`src/rtl/pipe_ctrl_pkg.sv`:
```
// Shared definitions for the pipeline hazard controller: stall/flush vector
// bit positions, controller state encoding and global enables.
package pipe_ctrl_pkg;

    // Bit positions inside stall_o / flush_o (one bit per pipeline register)
    localparam int STALL_PC     = 0;
    localparam int STALL_IF_ID  = 1;
    localparam int STALL_ID_EX  = 2;
    localparam int STALL_EX_MEM = 3;
    localparam int STALL_MEM_WB = 4;
    localparam int STALL_W      = 5;

    // Global enables; tying one low disables that request source entirely
    localparam logic STALLREQ_ENABLE = 1'b1;
    localparam logic BRANCH_ENABLE   = 1'b1;

    // Controller / watchdog state encoding
    typedef enum logic [1:0] {
        CTRL_RUN      = 2'b00,
        CTRL_MEM_WAIT = 2'b01,
        CTRL_HALT     = 2'b10
    } ctrl_state_e;

endpackage

```
`src/rtl/pipe_ctrl_stall_watchdog.sv`:
```
// Memory-wait watchdog: counts consecutive data-memory stall cycles and
// latches a sticky halt once the wait exceeds MAX_WAIT.
//
//   state         | meaning
//   --------------+-----------------------------------------------------
//   CTRL_RUN      | no memory wait in progress, wait_cnt is zero
//   CTRL_MEM_WAIT | data memory stalling, wait_cnt counts the wait
//   CTRL_HALT     | wait limit exceeded; only reset leaves this state
module pipe_ctrl_stall_watchdog
    import pipe_ctrl_pkg::*;
#(
    parameter int MAX_WAIT = 255,
    parameter int WAIT_W   = 8
) (
    input  logic clk,
    input  logic rst,
    input  logic memstallreq_i,
    output logic halt_o
);

    localparam logic [WAIT_W-1:0] WAIT_LIMIT = WAIT_W'(MAX_WAIT);

    ctrl_state_e       state_q, state_d;
    logic [WAIT_W-1:0] wait_cnt_q, wait_cnt_d;

    // Next-state and wait counter update
    always_comb begin
        state_d    = state_q;
        wait_cnt_d = wait_cnt_q;
        unique case (state_q)
            CTRL_RUN: begin
                if (memstallreq_i) begin
                    state_d = CTRL_MEM_WAIT;
                end
            end
            CTRL_MEM_WAIT: begin
                if (!memstallreq_i) begin
                    state_d    = CTRL_RUN;
                    wait_cnt_d = '0;
                end else if (wait_cnt_q == WAIT_LIMIT) begin
                    state_d = CTRL_HALT;
                end else begin
                    wait_cnt_d = wait_cnt_q + WAIT_W'(1);
                end
            end
            CTRL_HALT: begin
                state_d = CTRL_HALT;
            end
            default: begin
                state_d    = CTRL_RUN;
                wait_cnt_d = '0;
            end
        endcase
    end

    // State and counter registers
    always_ff @(posedge clk or negedge rst) begin
        if (!rst) begin
            state_q    <= CTRL_RUN;
            wait_cnt_q <= '0;
        end else begin
            state_q    <= state_d;
            wait_cnt_q <= wait_cnt_d;
        end
    end

    assign halt_o = (state_q == CTRL_HALT);

endmodule

```
`src/rtl/pipe_ctrl.sv`:
```
// Pipeline hazard controller: merges stall requests into per-register
// stall/flush vectors, holds a branch redirect across a frozen PC, and
// counts stalled cycles. All outputs are forced low while rst is asserted.
module pipe_ctrl
    import pipe_ctrl_pkg::*;
#(
    parameter int MAX_WAIT = 255,
    parameter int WAIT_W   = 8,
    parameter int CNT_W    = 32
) (
    input  logic              clk,
    input  logic              rst,
    input  logic              jbstallreq_i,
    input  logic              lwstallreq_i,
    input  logic              ifstallreq_i,
    input  logic              memstallreq_i,
    input  logic              be_i,
    input  logic [31:0]       baddr_i,
    output logic [4:0]        stall_o,
    output logic [4:0]        flush_o,
    output logic              redirect_o,
    output logic [31:0]       redirect_addr_o,
    output logic              err_o,
    output logic [CNT_W-1:0]  stall_cnt_o
);

    localparam logic [CNT_W-1:0] CNT_SAT = '1;

    logic               halt;
    logic               jb_req, lw_req, if_req, mem_req, br_taken;
    logic [STALL_W-1:0] stall_vec, flush_vec;
    logic               pend_valid_q, pend_valid_d;
    logic [31:0]        pend_addr_q, pend_addr_d;
    logic [CNT_W-1:0]   stall_cnt_q, stall_cnt_d;
    logic               redirect;
    logic [31:0]        redirect_addr;

    assign jb_req   = jbstallreq_i  & STALLREQ_ENABLE;
    assign lw_req   = lwstallreq_i  & STALLREQ_ENABLE;
    assign if_req   = ifstallreq_i  & STALLREQ_ENABLE;
    assign mem_req  = memstallreq_i & STALLREQ_ENABLE;
    assign br_taken = be_i & BRANCH_ENABLE;

    pipe_ctrl_stall_watchdog #(
        .MAX_WAIT (MAX_WAIT),
        .WAIT_W   (WAIT_W)
    ) u_stall_watchdog (
        .clk           (clk),
        .rst           (rst),
        .memstallreq_i (mem_req),
        .halt_o        (halt)
    );

    // Priority stall/flush selection; a jump squash coinciding with a
    // load-use or fetch stall is dropped because ID re-raises it.
    always_comb begin
        stall_vec = '0;
        flush_vec = '0;
        if (halt) begin
            stall_vec = '1;
        end else if (mem_req) begin
            stall_vec[STALL_PC]     = 1'b1;
            stall_vec[STALL_IF_ID]  = 1'b1;
            stall_vec[STALL_ID_EX]  = 1'b1;
            stall_vec[STALL_EX_MEM] = 1'b1;
            flush_vec[STALL_MEM_WB] = 1'b1;
        end else if (lw_req) begin
            stall_vec[STALL_PC]     = 1'b1;
            stall_vec[STALL_IF_ID]  = 1'b1;
            flush_vec[STALL_ID_EX]  = 1'b1;
        end else if (if_req) begin
            stall_vec[STALL_PC]     = 1'b1;
            flush_vec[STALL_IF_ID]  = 1'b1;
        end else if (jb_req) begin
            flush_vec[STALL_IF_ID]  = 1'b1;
        end
    end

    // Redirect hold: a taken branch seen while the PC is frozen is parked
    // until the PC can move again, then consumed on that edge.
    always_comb begin
        pend_valid_d = pend_valid_q;
        pend_addr_d  = pend_addr_q;
        if (stall_vec[STALL_PC]) begin
            if (br_taken) begin
                pend_valid_d = 1'b1;
                pend_addr_d  = baddr_i;
            end
        end else begin
            pend_valid_d = 1'b0;
        end
    end

    assign redirect      = (br_taken | pend_valid_q) & ~stall_vec[STALL_PC];
    assign redirect_addr = pend_valid_q ? pend_addr_q : baddr_i;

    // Saturating count of cycles with any stall bit set
    always_comb begin
        stall_cnt_d = stall_cnt_q;
        if (|stall_vec && (stall_cnt_q != CNT_SAT)) begin
            stall_cnt_d = stall_cnt_q + CNT_W'(1);
        end
    end

    // Redirect hold and stall counter registers
    always_ff @(posedge clk or negedge rst) begin
        if (!rst) begin
            pend_valid_q <= 1'b0;
            pend_addr_q  <= '0;
            stall_cnt_q  <= '0;
        end else begin
            pend_valid_q <= pend_valid_d;
            pend_addr_q  <= pend_addr_d;
            stall_cnt_q  <= stall_cnt_d;
        end
    end

    // Outputs are held low for the whole reset assertion, not just after
    // the registers clear, so downstream logic never sees stale requests.
    assign stall_o         = rst ? stall_vec     : '0;
    assign flush_o         = rst ? flush_vec     : '0;
    assign redirect_o      = rst & redirect;
    assign redirect_addr_o = rst ? redirect_addr : '0;
    assign err_o           = rst & halt;
    assign stall_cnt_o     = rst ? stall_cnt_q   : '0;

endmodule

```
`config.mk`:
```
export PLATFORM = sky130hd
export DESIGN_NAME = pipe_ctrl
export DESIGN_NICKNAME = d
export VERILOG_FILES = /design/src/rtl/pipe_ctrl_pkg.sv /design/src/rtl/pipe_ctrl_stall_watchdog.sv /design/src/rtl/pipe_ctrl.sv
export SDC_FILE = /design/constraint.sdc
export NUM_CORES = 1
export LEC_CHECK = 0
export CORE_UTILIZATION = 49
export CTS_CLUSTER_SIZE = 20
export DETAILED_ROUTE_END_ITERATION = 8
export PLACE_DENSITY = 0.81
export SYNTH_ARGS = -nofsm -noshare
export SYNTH_HDL_FRONTEND = slang
export SYNTH_SLANG_ARGS = --single-unit
```
`constraint.sdc`:
```
create_clock -name clk -period 2.5 [get_ports clk]
set_input_delay 0.375 -clock clk [delete_from_list [all_inputs] [get_ports clk]]
set_output_delay 0.375 -clock clk [all_outputs]
set_load 0.005 [all_outputs]
```
# Word-level counts from Yosys, hierarchy flattened
# Index checks and enable logic that the tools add are counted.
# totals
input_bits	39
reg_bits	75
wordCells	56
out_inout_bits	76
# classes
muxes	28
addsub	2
bitwise	6
n_reduce_logical	7
n_eq_ne	8
# op_table
operator	n
$mux 32	3
$add 32x1->32 const B	1
$ne 32x32->1 const B	1
$mux 8	2
$pmux 8 s2	1
$mux 2	7
$mux 1	11
$mux 5	2
$add 8x1->8 const B	1
$eq 8x8->1 const B	1
$pmux 2 s3	1
$reduce_and 2->1	3
$reduce_or 5->1	1
$mux 4	1
$ne 2x2->1 const B	2
$and 1x1->1	3
$ne 3x2->1 const B	1
$ne 3x3->1 const B	1
$eq 2x1->1 const B	1
$eq 2x2->1 const B	1
$logic_not 2->1	1
$not 1->1	2
$reduce_or 2->1	1
$logic_and 1x1->1	1
$or 1x1->1	1

# Logic depth before layout (Yosys ltp)
# Gate-level depths: netlist of run 1.
# logic_depth
word_depth	7
mapped_depth	8
ltp_nobuf	6

# By module
# Synthesis of run 1 repeated with hierarchy kept, for this count alone.
# unflattened
hier_cells	388
area_unflattened_um2	4197.8
# modules_own_cells
mod	seq_area_each_um2	n_inst	area_per_inst_um2	cells_each
pipe_ctrl	1626.6	1	3648.5	331
pipe_ctrl_stall_watchdog	250.2	1	549.3	57

# Worst setup path after synthesis of run 1
# No wires, ideal clock.
# synth_timing
kind	reg2reg
from	register stall_cnt_q[21]
to	register stall_cnt_q[1]
stages_incl_launch_ff	8
t_arrival_ns	2.167
t_required_ns	2.372
period_less_slack_ns	2.294
setup_time_ns	0.128
n_path_buf	2
slack_ns	0.206
path_cell_list	dfrtp_1 nand3_1 or4_1 buf_2 or4_4 buf_6 nand2_1 mux2_1
# synth_via
elab_chain_cells	2
# synth_lines
element	line	text
start, declared	pipe_ctrl.sv:34	logic [CNT_W-1:0] stall_cnt_q, stall_cnt_d;
start signal, assigned	pipe_ctrl.sv:114	stall_cnt_q <= stall_cnt_d;
$ne 32x32->1	pipe_ctrl.sv:100	if (|stall_vec && (stall_cnt_q != CNT_SAT)) begin
$logic_and 1x1->1	pipe_ctrl.sv:100	
# Every way passes these cells.
# A chain may end at the register's enable or synchronous reset.

# Worst setup path after layout of run 1
# layout_timing
from	input ifstallreq_i
to	output stall_o[0]
# layout_via
elab_chain_cells	5
# layout_lines
element	line	text
start, declared	pipe_ctrl.sv:15	input logic ifstallreq_i,
$mux 1	pipe_ctrl.sv:71	end else if (if_req) begin
$mux 1	pipe_ctrl.sv:67	end else if (lw_req) begin
$mux 2	pipe_ctrl.sv:61	end else if (mem_req) begin
$mux 4	pipe_ctrl.sv:59	if (halt) begin
$mux 5	pipe_ctrl.sv:120	assign stall_o = rst ? stall_vec : '0;
end, declared	pipe_ctrl.sv:19	output logic [4:0] stall_o,
# Every way passes these cells.

==> results of run 1 <==
## metrics by stage
stage | worst slack [ps] | setup TNS, ps
floorplan | 206 | 0
global placement | -51.8 | -100
detailed placement | -64.5 | -119
CTS | 6.81 | 0
global route | 117 | 0
finish | 142 | 0
## power breakdown
| group | internal [mW] | switching (mW) | leakage [nW] |
|---|---|---|---|
| Clock | 0.452 | 0.438 | 0.0881 |
| Sequential | 1.35 | 0.117 | 0.947 |
| Combinational | 0.445 | 0.277 | 1.48 |
| Total | 2.24 | 0.832 | 2.52 |
## state kept, by name, indices dropped and copies added (netlist names)
| signal | flops |
|---|---|
| pend_valid_q | 1 |
| pend_addr_q | 32 |
| u_stall_watchdog.state_q | 2 |
| stall_cnt_q | 32 |
| u_stall_watchdog.wait_cnt_q | 8 |
## synth_stat cells (4+ instances only)
cell type	n
sky130_fd_sc_hd__mux2i_1	32
sky130_fd_sc_hd__nor2_1	18
sky130_fd_sc_hd__and3_1	11
sky130_fd_sc_hd__nor2b_1	34
sky130_fd_sc_hd__nor3_1	6
sky130_fd_sc_hd__dfrtp_1	75
sky130_fd_sc_hd__a21oi_1	13
sky130_fd_sc_hd__buf_4	4
sky130_fd_sc_hd__xnor2_1	21
sky130_fd_sc_hd__nand4_1	14
sky130_fd_sc_hd__nand3_1	11
sky130_fd_sc_hd__nor4_1	6
sky130_fd_sc_hd__xor2_1	5
sky130_fd_sc_hd__clkbuf_1	12
sky130_fd_sc_hd__nand2_1	21
sky130_fd_sc_hd__buf_2	4
sky130_fd_sc_hd__and2_1	35
sky130_fd_sc_hd__o21ai_0	7
sky130_fd_sc_hd__mux2_2	26
sky130_fd_sc_hd__mux2_1	10
## what timing repair did
action | CTS | global route
cloned | 0 | 0
hold endpoints to repair | 6 | 0
endpoints found under the setup margin | 2 | 1
setup buffers | 0 | 1
pin swaps | 1 | 1
hold buffers | 1 | 0
resized for setup | 4 | 0
## cell type report
| cell class | instances | area (um2) |
|---|---|---|
| clock buffers | 10 | 128 |
| clock inverters | 5 | 55.1 |
| fillers | 652 | 2560 |
| inverters | 2 | 7.51 |
| multi-input cells | 301 | 2180 |
| flip-flops and latches | 75 | 1880 |
| well taps | 105 | 131 |
| repair buffers | 130 | 1320 |
## per-layer routing
metal	routed length, um	track usage, %	part of all wire [%]
met1	4210	28.5	44
met2	4670	38.1	49
met3	531	4.11	5.6
met4	92	7.95	0.97
met5	0	0	0
## cells in the final DEF (no fill, tap or decap), types with 14 or more instances in the layout
cell type / Yosys / layout
sky130_fd_sc_hd__and2_1: 35 / 35
sky130_fd_sc_hd__clkdlybuf4s50_1: 0 / 110
sky130_fd_sc_hd__dfrtp_1: 75 / 74
sky130_fd_sc_hd__mux2_2: 26 / 26
sky130_fd_sc_hd__mux2i_1: 32 / 32
sky130_fd_sc_hd__nand2_1: 21 / 21
sky130_fd_sc_hd__nand4_1: 14 / 14
sky130_fd_sc_hd__nor2_1: 18 / 18
sky130_fd_sc_hd__nor2b_1: 34 / 34
sky130_fd_sc_hd__xnor2_1: 21 / 21
## worst max-delay path by stage
stage	endpoint	slack, ps
finish	stall_o[0]	140
global route	stall_o[0]	120
CTS	stall_o[0]	7
detailed placement	redirect_o	-60
global placement	stall_o[0]	-50
floorplan	stall_cnt_q[1]	210
## critical path: cells and delay by family
family / cells / cell delay (ps)
buf+inv: 2 / 860
simple gates: 2 / 740
## cells by family after synthesis
group | synth area share, %
fa+ha+maj | 0.597
buf+inv | 3.35
other cells | 0.0895
compound gates | 4.27
mux | 17.3
flops | 44.8
xor+xnor | 5.44
simple gates | 24.1
==> results.toml, run 1 <==
[floorplan]
io_pins = 115
row_count = 33
chipWidth_um = 94.5
start_util_pct = 50.7
fp.dieH_um = 94.5
die-area_um2 = 8920
core_region_area_um2 = 8260

[detailed_routing]
dr.pass1.iters = 4
first_iter_violations = 74
wl_per_cell_um = 15.1
route.detailed.vias_per_inst = 5.35
antenna_nets_post_route = 0
drt_drc_violations_left = 0
postRouteWirelength_mm = 9.50
dr_total_vias = 3359

[yosys]
postSynthRegisterBits = 75
ys_dominant_reg_cell = "sky130_fd_sc_hd__dfrtp_1"
synth_enable_flop_cells = 0
seq_area_frac_synth_pct = 44.8
synth.lib_cells_used.distinct = 42
synth.top_cell.area_share_pct = 44.8
synthesis.instances = 402
async_reset_ff_share_pct = 100
yosys.area.top_type = "sky130_fd_sc_hd__dfrtp_1"
synthesis_warning_total = 0
summed_instance_area_of_the_synthesized_netlist_um2 = 4190
synth.area.top_cells = "sky130_fd_sc_hd__dfrtp_1 (45%), sky130_fd_sc_hd__mux2i_1 (7.6%), sky130_fd_sc_hd__mux2_2 (7.0%), sky130_fd_sc_hd__and2_1 (5.2%), sky130_fd_sc_hd__nor2b_1 (5.1%)"
average_size_of_a_mapped_cell_um2 = 10.4

[pwr]
worst_ir_drop_vdd_v = 0.000324
power.total_mw = 3.08
total_leakage_power_nw = 2.52
power_density_nw_per_um2 = 540

[cells_and_area]
ant_diodes = 0
layout.core_utilization_pct = 69.0
area_growth_syn_to_layout_pct = 36.0
cell_area_after_layout_um2 = 5700
drive_gt1_share_pct = 13.2
layout.cells.non_filler = 628
nets = 560

[critical_path]
critical_path.startpoint_type = "primary input"
critPathMostFrequentCell = "sky130_fd_sc_hd__clkdlybuf4s50_1"
crit_path_top_delay_cell = "sky130_fd_sc_hd__or4_4"
worst_r2r_endpoint = "stall_cnt_q[1]"
worst_path_largest_cell_delay_ps = 570
reg2reg_start = "stall_cnt_q[21]"
reg2reg_setup_slack_ps = 240
crit_chain = "clkdlybuf4s50_1, or4_4, and2_1, clkdlybuf4s50_1"
crit_type = "in2out"
cp_data_arrival_time_ps = 1980
critPathMaxFanout = 3
setup.worst_path.end_class = "output pin"
r2r.worst_path.cells = 5
crit_path_required_time_ps = 2120
critPathLaunch = "ifstallreq_i"

[place]
numPortBuffers = 112
dp_hpwl_mm = 6.79
gpl.final_weighted_congestion = 0.863
place_inst = 612
placedInstanceArea_um2 = 5500

[clock_network]
worst_skew_pair.late_latency_ps = 350
h-tree-depth = 3
ctsRootBufferMaster = "sky130_fd_sc_hd__clkbuf_8"
cts_buffer_depth = 2
clkSlewWorstSetupHoldPaths_ps = 80
cts_tree = "done"
tritoncts.num_buffers = 9
cts_sinks = 75

[timing]
layout_min_cycle_time_ps = 2360
finalHoldWorstSlack_ps = 94.6
max_clock_freq_mhz = 424
min_period_over_period_pct = 94.3
drv_slew = 0
finalHoldViolations = 0
clock_skew_ps = 6.84
max_slew.worst_pin.slew_ps = 506
setup_viol = 0
grt_setup_unrepaired = "false"
max_slew_margin_pct = 66.1

[job]
cap_viol_max_count = 0

[global_route]
wire_length_of_the_first_global_routing_pass_mm = 15.5
grt_max_degree = 51
gr-total-overflow = 0
gr-usage-all-layers_pct = 22.4
first_global_vias = 3273
number_of_antenna_violations_at_the_first_check_in_global_routing = 0

[min_path]
timing.hold.worst.class = "in2async"

[run_status]
run_status = "finished, final reports clean"
(Power assumes the default switching activity.)
==> inputs of run 2 (changes only) <==
--- a/config.mk
+++ b/config.mk
@@ -6,7 +6,8 @@
 export NUM_CORES = 1
 export LEC_CHECK = 0
 export CORE_UTILIZATION = 49
-export CTS_CLUSTER_SIZE = 20
+export CTS_CLUSTER_DIAMETER = 200
+export CTS_CLUSTER_SIZE = 8
 export DETAILED_ROUTE_END_ITERATION = 8
 export PLACE_DENSITY = 0.81
 export SYNTH_ARGS = -nofsm -noshare
==> results of run 2 <==
Same layout as run 1: the final DEF is identical, and so are final timing and power.
==> inputs of run 3 (changes only) <==
--- a/config.mk
+++ b/config.mk
@@ -5,11 +5,12 @@
 export SDC_FILE = /design/constraint.sdc
 export NUM_CORES = 1
 export LEC_CHECK = 0
-export CORE_UTILIZATION = 49
+export CORE_UTILIZATION = 52
+export CTS_BUF_LIST = sky130_fd_sc_hd__clkbuf_8 sky130_fd_sc_hd__clkbuf_16
 export CTS_CLUSTER_DIAMETER = 200
 export CTS_CLUSTER_SIZE = 8
 export DETAILED_ROUTE_END_ITERATION = 8
-export PLACE_DENSITY = 0.81
+export PLACE_DENSITY = 0.85
 export SYNTH_ARGS = -nofsm -noshare
 export SYNTH_HDL_FRONTEND = slang
 export SYNTH_SLANG_ARGS = --single-unit
==> constraint.sdc (replaced) <==
create_clock -name clk -period 2.9 [get_ports clk]
set_input_delay 0.435 -clock clk [delete_from_list [all_inputs] [get_ports clk]]
set_output_delay 0.435 -clock clk [all_outputs]
set_load 0.005 [all_outputs]
==> results.toml, run 3 (synthesized netlist as in run 1, its figures left out) <==
[run_status]
run_status = "finished, final reports clean"

[detailed_routing]
drt_drc_violations_left = 0
wl_per_cell_um = 14.9
postRouteWirelength_mm = 9.28
dr_total_vias = 3386
antenna_nets_post_route = 0
route.detailed.vias_per_inst = 5.44
first_iter_violations = 171
dr.pass1.iters = 4

[clock_network]
cts_buffer_depth = 2
number_of_hold_buffers_added_after_cts = 1
tritoncts.num_buffers = 9
clkSlewWorstSetupHoldPaths_ps = 80
h-tree-depth = 3
cts_tree = "done"
post_cts.repair.setup_buffers = 0
cts_sinks = 75
worst_skew_pair.late_latency_ps = 350
cts_resized = 0
ctsRootBufferMaster = "sky130_fd_sc_hd__clkbuf_8"

[global_route]
gr-total-overflow = 0
number_of_antenna_violations_at_the_first_check_in_global_routing = 0
gr-usage-all-layers_pct = 23.1
wire_length_of_the_first_global_routing_pass_mm = 15.4
first_global_vias = 3268
grt_max_degree = 63

[critical_path]
setup.worst_path.end_class = "output pin"
category_of_cells_accounting_for_the_largest_share_of_critical_path_delay = "buffers and inverters"
crit_path_required_time_ps = 2470
critPathLaunch = "rst"
crit_type = "in2out"
reg2reg_start = "stall_cnt_q[21]"
critical_path.startpoint_type = "primary input"
crit_path_top_delay_cell = "sky130_fd_sc_hd__dlygate4sd3_1"
cp_data_arrival_time_ps = 2310
critPathMaxFanout = 62
worst_path_largest_cell_delay_ps = 530
buffers_and_inverters_on_the_worst_path = 4
crit_chain = "dlygate4sd3_1, buf_4, buf_12, nor2b_1, clkdlybuf4s50_1"

[cells_and_area]
fillerInstances = 542
ant_diodes = 0
largestRegisters = "pend_addr_q (32), stall_cnt_q (32), u_stall_watchdog.wait_cnt_q (8)"
mostFrequentLayoutCell = "sky130_fd_sc_hd__clkdlybuf4s50_1"
layout.cells.non_filler = 622
multi_input_comb_area_um2 = 2180
nets = 556
layout.core_utilization_pct = 73.3
seqCellArea_um2 = 1880
drive_gt1_share_pct = 12.7
area_growth_syn_to_layout_pct = 35.9
layout_common_cells = "sky130_fd_sc_hd__clkdlybuf4s50_1 (111), sky130_fd_sc_hd__dfrtp_1 (74), sky130_fd_sc_hd__and2_1 (35)"

[pwr]
power.total_mw = 2.78
total_leakage_power_nw = 2.51
worst_ir_drop_vdd_v = 0.000300
power_density_nw_per_um2 = 488

[floorplan]
die-area_um2 = 8420
chipWidth_um = 91.8
io_pins = 115
fp.dieH_um = 91.8
start_util_pct = 53.9
row_count = 32
core_region_area_um2 = 7770

[place]
gpl.final_weighted_congestion = 0.833
numPortBuffers = 112
dp_hpwl_mm = 6.75
place_inst = 605

[timing]
max_slew.worst_pin.slew_ps = 498
layout_min_cycle_time_ps = 2740
max_slew_margin_pct = 66.7
drv_slew = 0
grt_setup_unrepaired = "false"
max_clock_freq_mhz = 364
clock_skew_ps = 7.07
finalHoldWorstSlack_ps = 482
min_period_over_period_pct = 94.6
setup_viol = 0
setup-tns-final_ps = 0
finalHoldViolations = 0

[min_path]
hold_path.startpoint = "stall_cnt_q[14]"
timing.hold.worst.class = "reg2reg"

[job]
cap_viol_max_count = 0
[run 3: changes by cell type in the layout (fill, tap and decap cells not counted)]
cell / change
sky130_fd_sc_hd__clkdlybuf4s50_1: +1
sky130_fd_sc_hd__clkinv_2: -1
sky130_fd_sc_hd__or4_1: +1
sky130_fd_sc_hd__buf_12: -1
sky130_fd_sc_hd__or4_4: -1
sky130_fd_sc_hd__bufinv_16: +1
sky130_fd_sc_hd__clkbuf_1: -1
sky130_fd_sc_hd__buf_4: -3
sky130_fd_sc_hd__clkinv_4: +1
sky130_fd_sc_hd__clkbuf_8: +1
sky130_fd_sc_hd__dlygate4sd2_1: -1
[run 3: area by class of cell]
class	instances	area share (%)
inverter	2	0.132
multi-input combinational	301	38.2
clock buffer	10	2.42
timing repair buffer	126	22.4
sequential	75	33.0
clock inverter	6	1.56
tap	102	2.24
[run 3: path summary, 6_finish.rpt]
check	end	slack [ps]	cells after the start
max	redirect_addr_o[16]	160	5
min	stall_cnt_q[14]	480	1
max reg2reg	stall_cnt_q[1]	370	5
min reg2reg	stall_cnt_q[14]	480	1
max in group asynchronous	pend_addr_q[30]	1830	3
min in group asynchronous	pend_addr_q[5]	530	2
[run 3: metal layers]
metal | part of all wire, % | up-vias | GRT usage (%)
met1 | 44 | 1645 | 30.4
met5 | 0 | - | 0
met3 | 5.2 | 12 | 4.73
met4 | 1.5 | 0 | 7.42
met2 | 50 | 99 | 38.4
li1 | - | 1630 | -
[run 3: worst reg2reg max path: cells and delay by family (launching register included)]
kind,cells,cell delay (ps)
simple gates,4,1640
flops,1,440
mux,1,330
[run 3: report_power, final]
group	switching (mW)	total (mW)	internal, mW
Sequential	0.0970	1.26	1.16
Combinational	0.238	0.620	0.381
Clock	0.393	0.900	0.507
Total	0.728	2.78	2.05
[run 3: through the flow]
step | worst slack (ps) | area [um2]
after global placement | 192 | 5460
after CTS | 128 | 5690
after detailed placement | 191 | 5460
after global routing | 24.7 | 5690
final | 156 | 5690
after floorplan | 606 | 4190
